`src/rtl/rps_pkg.sv`:
```
`default_nettype none
// ============================================================================
// Module      : rps_pkg
// Description : Shared move/outcome encodings, FSM state codes and the
//               round-judging function for the rock-paper-scissors game
//               round controller and the move predictors.
// Revision    : 1.0  initial release
// ============================================================================
package rps_pkg;

  // Move encoding shared with the predictor
  localparam logic [1:0] MV_ROCK     = 2'b00;
  localparam logic [1:0] MV_SCISSORS = 2'b01;
  localparam logic [1:0] MV_PAPER    = 2'b10;
  localparam logic [1:0] MV_ILLEGAL  = 2'b11;

  // Round outcome, seen from the player's side
  localparam logic [1:0] RES_TIE  = 2'b00;
  localparam logic [1:0] RES_WIN  = 2'b01;
  localparam logic [1:0] RES_LOSE = 2'b10;

  // Round sequencer states
  localparam logic [2:0] ST_IDLE   = 3'd0;
  localparam logic [2:0] ST_WAIT   = 3'd1;
  localparam logic [2:0] ST_COMMIT = 3'd2;
  localparam logic [2:0] ST_SCORE  = 3'd3;
  localparam logic [2:0] ST_DONE   = 3'd4;

  // Judge one round. Rock blunts scissors, scissors cut paper, paper wraps
  // rock. An illegal computer move falls through to RES_LOSE here; callers
  // that must treat it differently check for MV_ILLEGAL themselves.
  function automatic logic [1:0] judge(input logic [1:0] user,
                                       input logic [1:0] comp);
    logic [1:0] res;
    res = RES_LOSE;
    if (user == comp) begin
      res = RES_TIE;
    end else if ((user == MV_ROCK     && comp == MV_SCISSORS) ||
                 (user == MV_SCISSORS && comp == MV_PAPER)    ||
                 (user == MV_PAPER    && comp == MV_ROCK)) begin
      res = RES_WIN;
    end
    return res;
  endfunction

endpackage
`default_nettype wire

```
`src/rtl/rps_scoreboard.sv`:
```
`default_nettype none
// ============================================================================
// Module      : rps_scoreboard
// Description : Win/loss/tie and completed-round counters plus the
//               game-over flag. One outcome is booked per strobe; once the
//               game is over further strobes are ignored so nothing wraps.
// Revision    : 1.0  initial release
// ============================================================================
module rps_scoreboard
  import rps_pkg::*;
#(
  parameter int ROUNDS = 60,
  parameter int CW     = 6
) (
  input  logic          clock,
  input  logic          reset,
  input  logic          i_strobe,
  input  logic [1:0]    i_result,
  output logic [CW-1:0] o_wins,
  output logic [CW-1:0] o_losses,
  output logic [CW-1:0] o_ties,
  output logic [CW-1:0] o_round_cnt,
  output logic          o_last_round,
  output logic          o_game_over
);

  localparam logic [CW-1:0] LAST_ROUND = CW'(ROUNDS - 1);

  logic [CW-1:0] r_wins;
  logic [CW-1:0] r_losses;
  logic [CW-1:0] r_ties;
  logic [CW-1:0] r_round_cnt;
  logic          r_game_over;
  logic          w_last_round;

  // The round being scored now is the final one of the game
  assign w_last_round = (r_round_cnt == LAST_ROUND);

  // Book exactly one outcome and one round per accepted strobe
  always_ff @(posedge clock) begin
    if (!reset) begin
      r_wins      <= '0;
      r_losses    <= '0;
      r_ties      <= '0;
      r_round_cnt <= '0;
      r_game_over <= 1'b0;
    end else if (i_strobe && !r_game_over) begin
      case (i_result)
        RES_WIN:  r_wins   <= r_wins + 1'b1;
        RES_LOSE: r_losses <= r_losses + 1'b1;
        default:  r_ties   <= r_ties + 1'b1;
      endcase
      r_round_cnt <= r_round_cnt + 1'b1;
      if (w_last_round) begin
        r_game_over <= 1'b1;
      end
    end
  end

  assign o_wins       = r_wins;
  assign o_losses     = r_losses;
  assign o_ties       = r_ties;
  assign o_round_cnt  = r_round_cnt;
  assign o_last_round = w_last_round;
  assign o_game_over  = r_game_over;

endmodule
`default_nettype wire

```
`src/rtl/rps_round_ctrl.sv`:
```
`default_nettype none
// ============================================================================
// Module      : rps_round_ctrl
// Description : Game-round sequencer. Takes debounced key presses, runs the
//               start/ready handshake with the move predictor, captures the
//               computer move, judges the round and feeds the scoreboard.
// Revision    : 1.0  initial release
// ============================================================================
module rps_round_ctrl
  import rps_pkg::*;
#(
  parameter int ROUNDS  = 60,
  parameter int TIMEOUT = 255,
  parameter int CW      = 6
) (
  input  logic          clock,
  input  logic          reset,
  input  logic          key_valid,
  input  logic [1:0]    key_move,
  output logic [1:0]    pred_user,
  output logic          pred_start,
  input  logic          pred_ready,
  input  logic [1:0]    pred_choice,
  output logic [1:0]    comp_move,
  output logic [1:0]    result,
  output logic          result_valid,
  output logic [CW-1:0] wins,
  output logic [CW-1:0] losses,
  output logic [CW-1:0] ties,
  output logic [CW-1:0] round_cnt,
  output logic          game_over,
  output logic          busy,
  output logic          err
);

  // The timer only has to hold 0 .. TIMEOUT-1 while waiting
  localparam int              TW         = (TIMEOUT < 2) ? 1 : $clog2(TIMEOUT);
  localparam logic [TW-1:0]   TIMER_LAST = TW'(TIMEOUT - 1);

  logic [2:0]    r_state;
  logic [TW-1:0] r_timer;
  logic [1:0]    r_pred_user;
  logic          r_pred_start;
  logic [1:0]    r_comp_move;
  logic [1:0]    r_result;
  logic          r_result_valid;
  logic          r_err;

  logic          w_score;
  logic          w_comp_illegal;
  logic [1:0]    w_outcome;
  logic          w_last_round;
  logic          w_game_over;

  // An illegal predictor move is flagged and the round counts as a tie
  assign w_comp_illegal = (r_comp_move == MV_ILLEGAL);
  assign w_outcome      = w_comp_illegal ? RES_TIE : judge(r_pred_user, r_comp_move);
  assign w_score        = (r_state == ST_SCORE);

  // Round sequencer: handshake, capture, judge and sticky error tracking
  always_ff @(posedge clock) begin
    if (!reset) begin
      r_state        <= ST_IDLE;
      r_timer        <= '0;
      r_pred_user    <= MV_ROCK;
      r_pred_start   <= 1'b0;
      r_comp_move    <= MV_ROCK;
      r_result       <= RES_TIE;
      r_result_valid <= 1'b0;
      r_err          <= 1'b0;
    end else begin
      r_result_valid <= 1'b0;
      case (r_state)
        ST_IDLE: begin
          if (key_valid) begin
            if (key_move == MV_ILLEGAL) begin
              r_err <= 1'b1;
            end else if (!w_game_over) begin
              r_pred_user  <= key_move;
              r_timer      <= '0;
              r_pred_start <= 1'b1;
              r_state      <= ST_WAIT;
            end
          end
        end
        ST_WAIT: begin
          r_timer <= r_timer + 1'b1;
          // A ready on the very last allowed cycle still wins over timeout
          if (pred_ready) begin
            r_comp_move <= pred_choice;
            r_state     <= ST_COMMIT;
          end else if (r_timer == TIMER_LAST) begin
            r_err        <= 1'b1;
            r_pred_start <= 1'b0;
            r_state      <= ST_IDLE;
          end
        end
        ST_COMMIT: begin
          // Falling edge of start tells the predictor to commit its update
          r_pred_start <= 1'b0;
          r_state      <= ST_SCORE;
        end
        ST_SCORE: begin
          r_result       <= w_outcome;
          r_result_valid <= 1'b1;
          if (w_comp_illegal) begin
            r_err <= 1'b1;
          end
          r_state <= w_last_round ? ST_DONE : ST_IDLE;
        end
        ST_DONE: begin
          r_state <= ST_DONE;
        end
        default: begin
          r_state <= ST_IDLE;
        end
      endcase
    end
  end

  rps_scoreboard #(
    .ROUNDS (ROUNDS),
    .CW     (CW)
  ) u_scoreboard (
    .clock        (clock),
    .reset        (reset),
    .i_strobe     (w_score),
    .i_result     (w_outcome),
    .o_wins       (wins),
    .o_losses     (losses),
    .o_ties       (ties),
    .o_round_cnt  (round_cnt),
    .o_last_round (w_last_round),
    .o_game_over  (w_game_over)
  );

  assign pred_user    = r_pred_user;
  assign pred_start   = r_pred_start;
  assign comp_move    = r_comp_move;
  assign result       = r_result;
  assign result_valid = r_result_valid;
  assign game_over    = w_game_over;
  assign busy         = (r_state != ST_IDLE) && (r_state != ST_DONE);
  assign err          = r_err;

endmodule
`default_nettype wire
```
`config.mk`:
```
export PLATFORM = sky130hd
export DESIGN_NAME = rps_round_ctrl
export DESIGN_NICKNAME = d
export VERILOG_FILES = /design/src/rtl/rps_pkg.sv /design/src/rtl/rps_scoreboard.sv /design/src/rtl/rps_round_ctrl.sv
export SDC_FILE = /design/constraint.sdc
export NUM_CORES = 1
export LEC_CHECK = 0
export ABC_CLOCK_PERIOD_IN_PS = 4500
export BUFFER_PORTS_ARGS = -buffer_cell sky130_fd_sc_hd__buf_2
export CAP_MARGIN = 20
export CORE_MARGIN = 8
export CORE_UTILIZATION = 59
export DETAILED_ROUTE_END_ITERATION = 12
export PLACE_DENSITY = 0.8
export RECOVER_POWER = 25
export REMOVE_ABC_BUFFERS = 1
export SYNTH_ARGS = -nofsm -noshare
export SYNTH_HDL_FRONTEND = slang
export SYNTH_HIERARCHICAL = 1
export SYNTH_SLANG_ARGS = --single-unit
```
`constraint.sdc`:
```
create_clock -name clock -period 4.5 [get_ports clock]
set_input_delay 0.45 -clock clock [delete_from_list [all_inputs] [get_ports clock]]
set_output_delay 0.45 -clock clock [all_outputs]
set_load 0.02 [all_outputs]
```
# ---- After elaboration in Yosys (flattened, before gate mapping)
# Index checks and enable logic that the tools add are counted.
dict set report totals {
  regBits 45
  in_bits 8
  output_inout_bits 35
  word_cells 98
}
dict set report op_classes {
  n_addsub 5
  eq_ne 24
  n_mux 27
  bitwise 3
  reduce_logical 26
}
# op count
set op_table {}
lappend op_table {{$add 6x1->6 const B} 4}
lappend op_table {{$mux 8} 3}
lappend op_table {{$mux 3} 6}
lappend op_table {{$pmux 8 s2} 1}
lappend op_table {{$pmux 3 s5} 1}
lappend op_table {{$ne 2x2->1 const B} 7}
lappend op_table {{$reduce_and 4->1} 3}
lappend op_table {{$reduce_and 6->1} 2}
lappend op_table {{$mux 1} 11}
lappend op_table {{$eq 2x2->1 const B} 5}
lappend op_table {{$reduce_and 2->1} 5}
lappend op_table {{$reduce_bool 3->1} 3}
lappend op_table {{$add 8x1->8 const B} 1}
lappend op_table {{$eq 8x8->1 const B} 1}
lappend op_table {{$eq 2x1->1 const B} 3}
lappend op_table {{$eq 3x2->1 const B} 2}
lappend op_table {{$eq 6x6->1 const B} 1}
lappend op_table {{$mux 2} 3}
lappend op_table {{$ne 3x3->1 const B} 2}
lappend op_table {{$pmux 1 s3} 2}
lappend op_table {{$logic_and 1x1->1} 5}
lappend op_table {{$logic_not 2->1} 2}
lappend op_table {{$eq 3x1->1 const B} 1}
lappend op_table {{$eq 3x3->1 const B} 1}
lappend op_table {{7 further kinds} 10}

# ---- Depth between registers and ports, before layout
dict set report logic_depth {
  depth_word 11
  ltp_mapped 9
  mapped_depth_nobuf 9
}

# ---- Modules after synthesis
# Netlist, hierarchy kept.
# module instances cells_per_inst area_each_um2 seq_area_each_um2
set by_module_without_submodules {}
lappend by_module_without_submodules {rps_scoreboard 1 132 1216.2 500.5}
lappend by_module_without_submodules {rps_round_ctrl 1 127 1037.2 400.4}

# ---- Worst setup path after synthesis
# No wires, ideal clock.
dict set report synth_path {
  path_kind {flip-flop to flip-flop}
  startpoint {register r_comp_move[1], in the netlist comp_move[1]}
  endpoint {register u_scoreboard.r_ties[5], in the netlist u_scoreboard/o_ties[5]}
  setup_time_ns 0.072
  t_arrival_ns 1.949
  t_required_ns 4.428
  path_slack_ns 2.480
  path_stages_with_launch 9
  path_buffers 0
  period_less_slack_ns 2.020
  path_cell_list {dfxtp_1 nor2b_1 xnor2_1 o21a_1 inv_1 ha_1 nand3b_4 nor4_1 mux2i_1}
}
dict set report synth_between {
  elab_chain_len 11
  elab_cells_between_ends 18
  classes_between {eq/ne: 6; mux: 3; bitwise: 1; reduce/logical: 8}
}
# item line_no
set synth_lines {}
lappend synth_lines {{from (decl)} rps_round_ctrl.sv:44} ;# logic [1:0] r_comp_move;
lappend synth_lines {{from (signal assigned)} rps_round_ctrl.sv:90} ;# r_comp_move <= pred_choice;
lappend synth_lines {{$eq 2x1->1 or $eq 2x2->1 (tied branches)} {rps_pkg.sv:38, rps_pkg.sv:39}}
lappend synth_lines {{$logic_and 1x1->1, on equally long branches} {rps_pkg.sv:38, rps_pkg.sv:39}}
lappend synth_lines {{$logic_or 1x1->1} rps_pkg.sv:38} ;# end else if ((user == MV_ROCK && comp == MV_SCISSORS) ||
lappend synth_lines {{$logic_or 1x1->1} rps_pkg.sv:39} ;# (user == MV_SCISSORS && comp == MV_PAPER) ||
lappend synth_lines {{$mux 2} rps_pkg.sv:38}
lappend synth_lines {{$mux 2} rps_pkg.sv:36} ;# if (user == comp) begin
lappend synth_lines {{$mux 2 *} rps_round_ctrl.sv:57} ;# assign w_outcome = w_comp_illegal ? RES_TIE : judge(r_pred_user, r_comp_move);
lappend synth_lines {{net w_outcome[1]} rps_round_ctrl.sv:51} ;# logic [1:0] w_outcome;
lappend synth_lines {{$eq 2x1->1 or $eq 2x2->1 (tied branches)} rps_scoreboard.sv:48} ;# case (i_result)
lappend synth_lines {{$reduce_or 2->1 (no line) *} n/a}
lappend synth_lines {{$not 1->1 (no line) *} n/a}
lappend synth_lines {{$reduce_and 2->1 (no line) *} n/a}
lappend synth_lines {{to (signal assigned)} rps_scoreboard.sv:51} ;# default: r_ties <= r_ties + 1'b1;
lappend synth_lines {{to (decl)} rps_scoreboard.sv:31} ;# logic [CW-1:0] r_ties;
# Mark *: on every way through the listed nets, which the timed path passes. The rest lies on a longest branch.
# A chain may end at the register's enable or synchronous reset.

# ---- Worst setup path in the final report
dict set report layout_path {
  startpoint {register r_state[0]}
  endpoint {register u_scoreboard.r_round_cnt[5], in the netlist u_scoreboard/o_round_cnt[5]}
}
dict set report layout_between {
  elab_chain_len 2
}
# item line_no
set layout_lines {}
lappend layout_lines {{from (decl)} rps_round_ctrl.sv:40} ;# logic [2:0] r_state;
lappend layout_lines {{from (signal assigned)} rps_round_ctrl.sv:109} ;# r_state <= w_last_round ? ST_DONE : ST_IDLE;
lappend layout_lines {{$eq 3x2->1} rps_round_ctrl.sv:58} ;# assign w_score = (r_state == ST_SCORE);
lappend layout_lines {{$logic_and 1x1->1} rps_scoreboard.sv:47} ;# end else if (i_strobe && !r_game_over) begin
lappend layout_lines {{to (signal assigned)} rps_scoreboard.sv:53} ;# r_round_cnt <= r_round_cnt + 1'b1;
lappend layout_lines {{to (decl)} rps_scoreboard.sv:32} ;# logic [CW-1:0] r_round_cnt;
# Every way passes these cells.

==> impl_metrics.json <==
{
  "synth_top_area_frac": 0.400,
  "wirelength_um": 4900,
  "path_class": "reg2reg",
  "drc": 0,
  "worstPathRequired_ns": 4.72,
  "core_area_mm2": 0.00366,
  "grt_pass1_wl_um": 8510,
  "ys_top_cells_by_count": "dfxtp_1, nand2_1, a21oi_1",
  "dr.pass1.iters": 5,
  "cts.htree.levels": 2,
  "yosysMostFrequentCell": "dfxtp_1",
  "worst-path-buf-inv": 0,
  "dp_hpwl_um": 3590,
  "dp_slack_ns": 2.21,
  "hold_path.class": "in2reg",
  "report.final.slew_viol_count": 0,
  "setup-violations-final": 0,
  "clk_pin_slew_ns": 0.08,
  "die_h_um": 77.8,
  "synth-seq-cells": 45,
  "holdCritStartpoint": "pred_choice[0]",
  "status": "completed",
  "grt_start_max_net_pins": 22,
  "power_leakage_nw": 1.04,
  "syn_to_final_growth_pct": 12.7,
  "crit_slowest_cell": "and3b_1",
  "gp_congestion": 0.824,
  "antenna_cells": 0,
  "grt_pass1_vias": 1866,
  "detail-route-antenna-nets": 0,
  "cts_root_buf": "clkbuf_8",
  "cts_resized": 0,
  "first_iter_violations": 127,
  "final-hold-violation-count": 0,
  "portBuffers": 42,
  "ctsHoldBuffers": 0,
  "final_cells": 345,
  "io_pins": 43,
  "wl_per_cell_um": 14.2,
  "worst_slack_ns": 2.16,
  "fmax_mhz": 428,
  "layout.nets": 312,
  "powerDensity_mw_per_mm2": 313,
  "relSlewSlack": 0.492,
  "grt_antenna_before_repair": 0,
  "dpl.cell_count": 337,
  "critPathLaunchType": "flop",
  "skew_ns": 0.00346,
  "ys_types": 46,
  "yosysTopAreaCell": "dfxtp_1",
  "syn_inst": 259,
  "crit_chain": "and3b_1 -> nor2b_1 -> nand3_1 -> mux2i_1",
  "tightest_slew_ns": 0.762,
  "row_count": 22,
  "period_needed_ns": 2.34,
  "fin_util": 0.693,
  "clk_latency_ns": 0.30,
  "cp.arrival_ns": 2.56,
  "cts_tree": "done",
  "crit_path_max_fanout": 17,
  "die_area_mm2": 0.00605,
  "die_w_um": 77.8,
  "synth_edf_count": 0,
  "cts_buffers": 5,
  "reg2reg_from": "r_state[0]",
  "grt-ovfl-total": 0,
  "initial_core_util": 0.616,
  "setup-tns-final_ns": 0,
  "drive_gt1_frac": 0.128,
  "end_kind": "flop",
  "grt.total_usage": 0.169,
  "ys_top_cells_by_area": "dfxtp_1, a21oi_1, nand2_1",
  "critical-path-top-delay-family": "simple AND/OR/NAND/NOR gates",
  "period_share": 0.519,
  "cpPeakStageDelay_ns": 0.72,
  "cts_num_sinks": 45,
  "yosys_warnings": 6,
  "startpoint": "r_state[0]",
  "async_reset_ff_frac": 0,
  "finalPower_mw": 0.795,
  "avgViaCountPerCell": 5.74,
  "syn_area_mm2": 0.00225,
  "synth_flop_cell": "dfxtp_1",
  "clockBufferDepth": 2,
  "yosysSeqAreaShare": 0.400,
  "vias": 1982,
  "ir_worst_vdd_mv": 0.254,
  "syn_area_per_cell_um2": 8.70,
  "cap_violations": 0,
  "postCtsSetupBuffers": 0,
  "rsz0062_at_grt": "no"
}
-- metal layers --
layer,part of all wire,GRT usage,vias to the layer above
met5,0,0,-
met4,0.023,0.0755,0
met3,0.066,0.0691,11
met2,0.46,0.272,50
met1,0.45,0.193,915
li1,-,-,1006
-- layout by cell type, fill, tap and decap left out, types with 5 or more instances in the layout --
master	synthesis	final
dfxtp_1	45	45
nand2_1	29	29
buf_2	3	24
a21oi_1	23	23
clkbuf_1	4	19
nor2_1	18	18
o21ai_0	16	16
nand3_1	11	11
or3_1	10	10
inv_1	8	8
ha_1	8	8
mux2i_1	7	7
xor2_1	7	7
o31ai_1	6	6
nand4_1	6	6
clkbuf_8	0	6
nand3b_1	5	5
nor3_1	5	5
nand2b_1	5	5
-- through the flow --
step	cell area, um2	hold WS (ns)
after floorplan	2170	0.424
after global placement	2440	0.447
after detailed placement	2440	0.450
after CTS	2560	0.392
after global routing	2540	0.393
final	2540	0.399
-- power breakdown --
part           internal [mW]  total (mW)  switching, mW
Sequential             0.404       0.413        0.00862
Clock                  0.181       0.314          0.133
Combinational         0.0233      0.0677         0.0443
-- flip-flops by register name, indices dropped and copies added, names as in the netlist, 2 cells and up --
name / count
r_state: 3
result: 2
u_scoreboard/o_round_cnt: 6
u_scoreboard/o_wins: 6
u_scoreboard/o_losses: 6
comp_move: 2
r_timer: 8
pred_user: 2
u_scoreboard/o_ties: 6
-- logic make-up after synthesis --
family                   synth area share
AND/OR/NAND/NOR                     0.283
AO/OA/AOI/OAI                       0.148
flip-flops                          0.400
buffers and inverters              0.0500
XOR/XNOR                           0.0389
multiplexers                       0.0361
adder cells (fa/ha/maj)            0.0444
-- path summary, 6_finish.rpt --
path / end / slack (ns) / depth (start not counted)
max: u_scoreboard/o_round_cnt[5] / 2.16 / 4
min: comp_move[0] / 0.40 / 3
max reg2reg: u_scoreboard/o_round_cnt[5] / 2.16 / 4
min reg2reg: r_timer[5] / 0.46 / 1
-- worst register-to-register path: stages (launching register included) --
cell	delay (ns)
dfxtp_1	0.51
and3b_1	0.72
nor2b_1	0.64
nand3_1	0.19
mux2i_1	0.21
-- layout make-up --
| cell class | count | area [um2] |
|---|---|---|
| clock inverter | 1 | 30.0 |
| timing repair buffer | 42 | 188 |
| fill | 307 | 1120 |
| inverter | 9 | 33.8 |
| clock buffer | 7 | 86.3 |
| tap | 48 | 60.1 |
| multi-input combinational | 193 | 1240 |
| sequential | 45 | 901 |
Note: power is estimated with default switching activity, not from simulation.
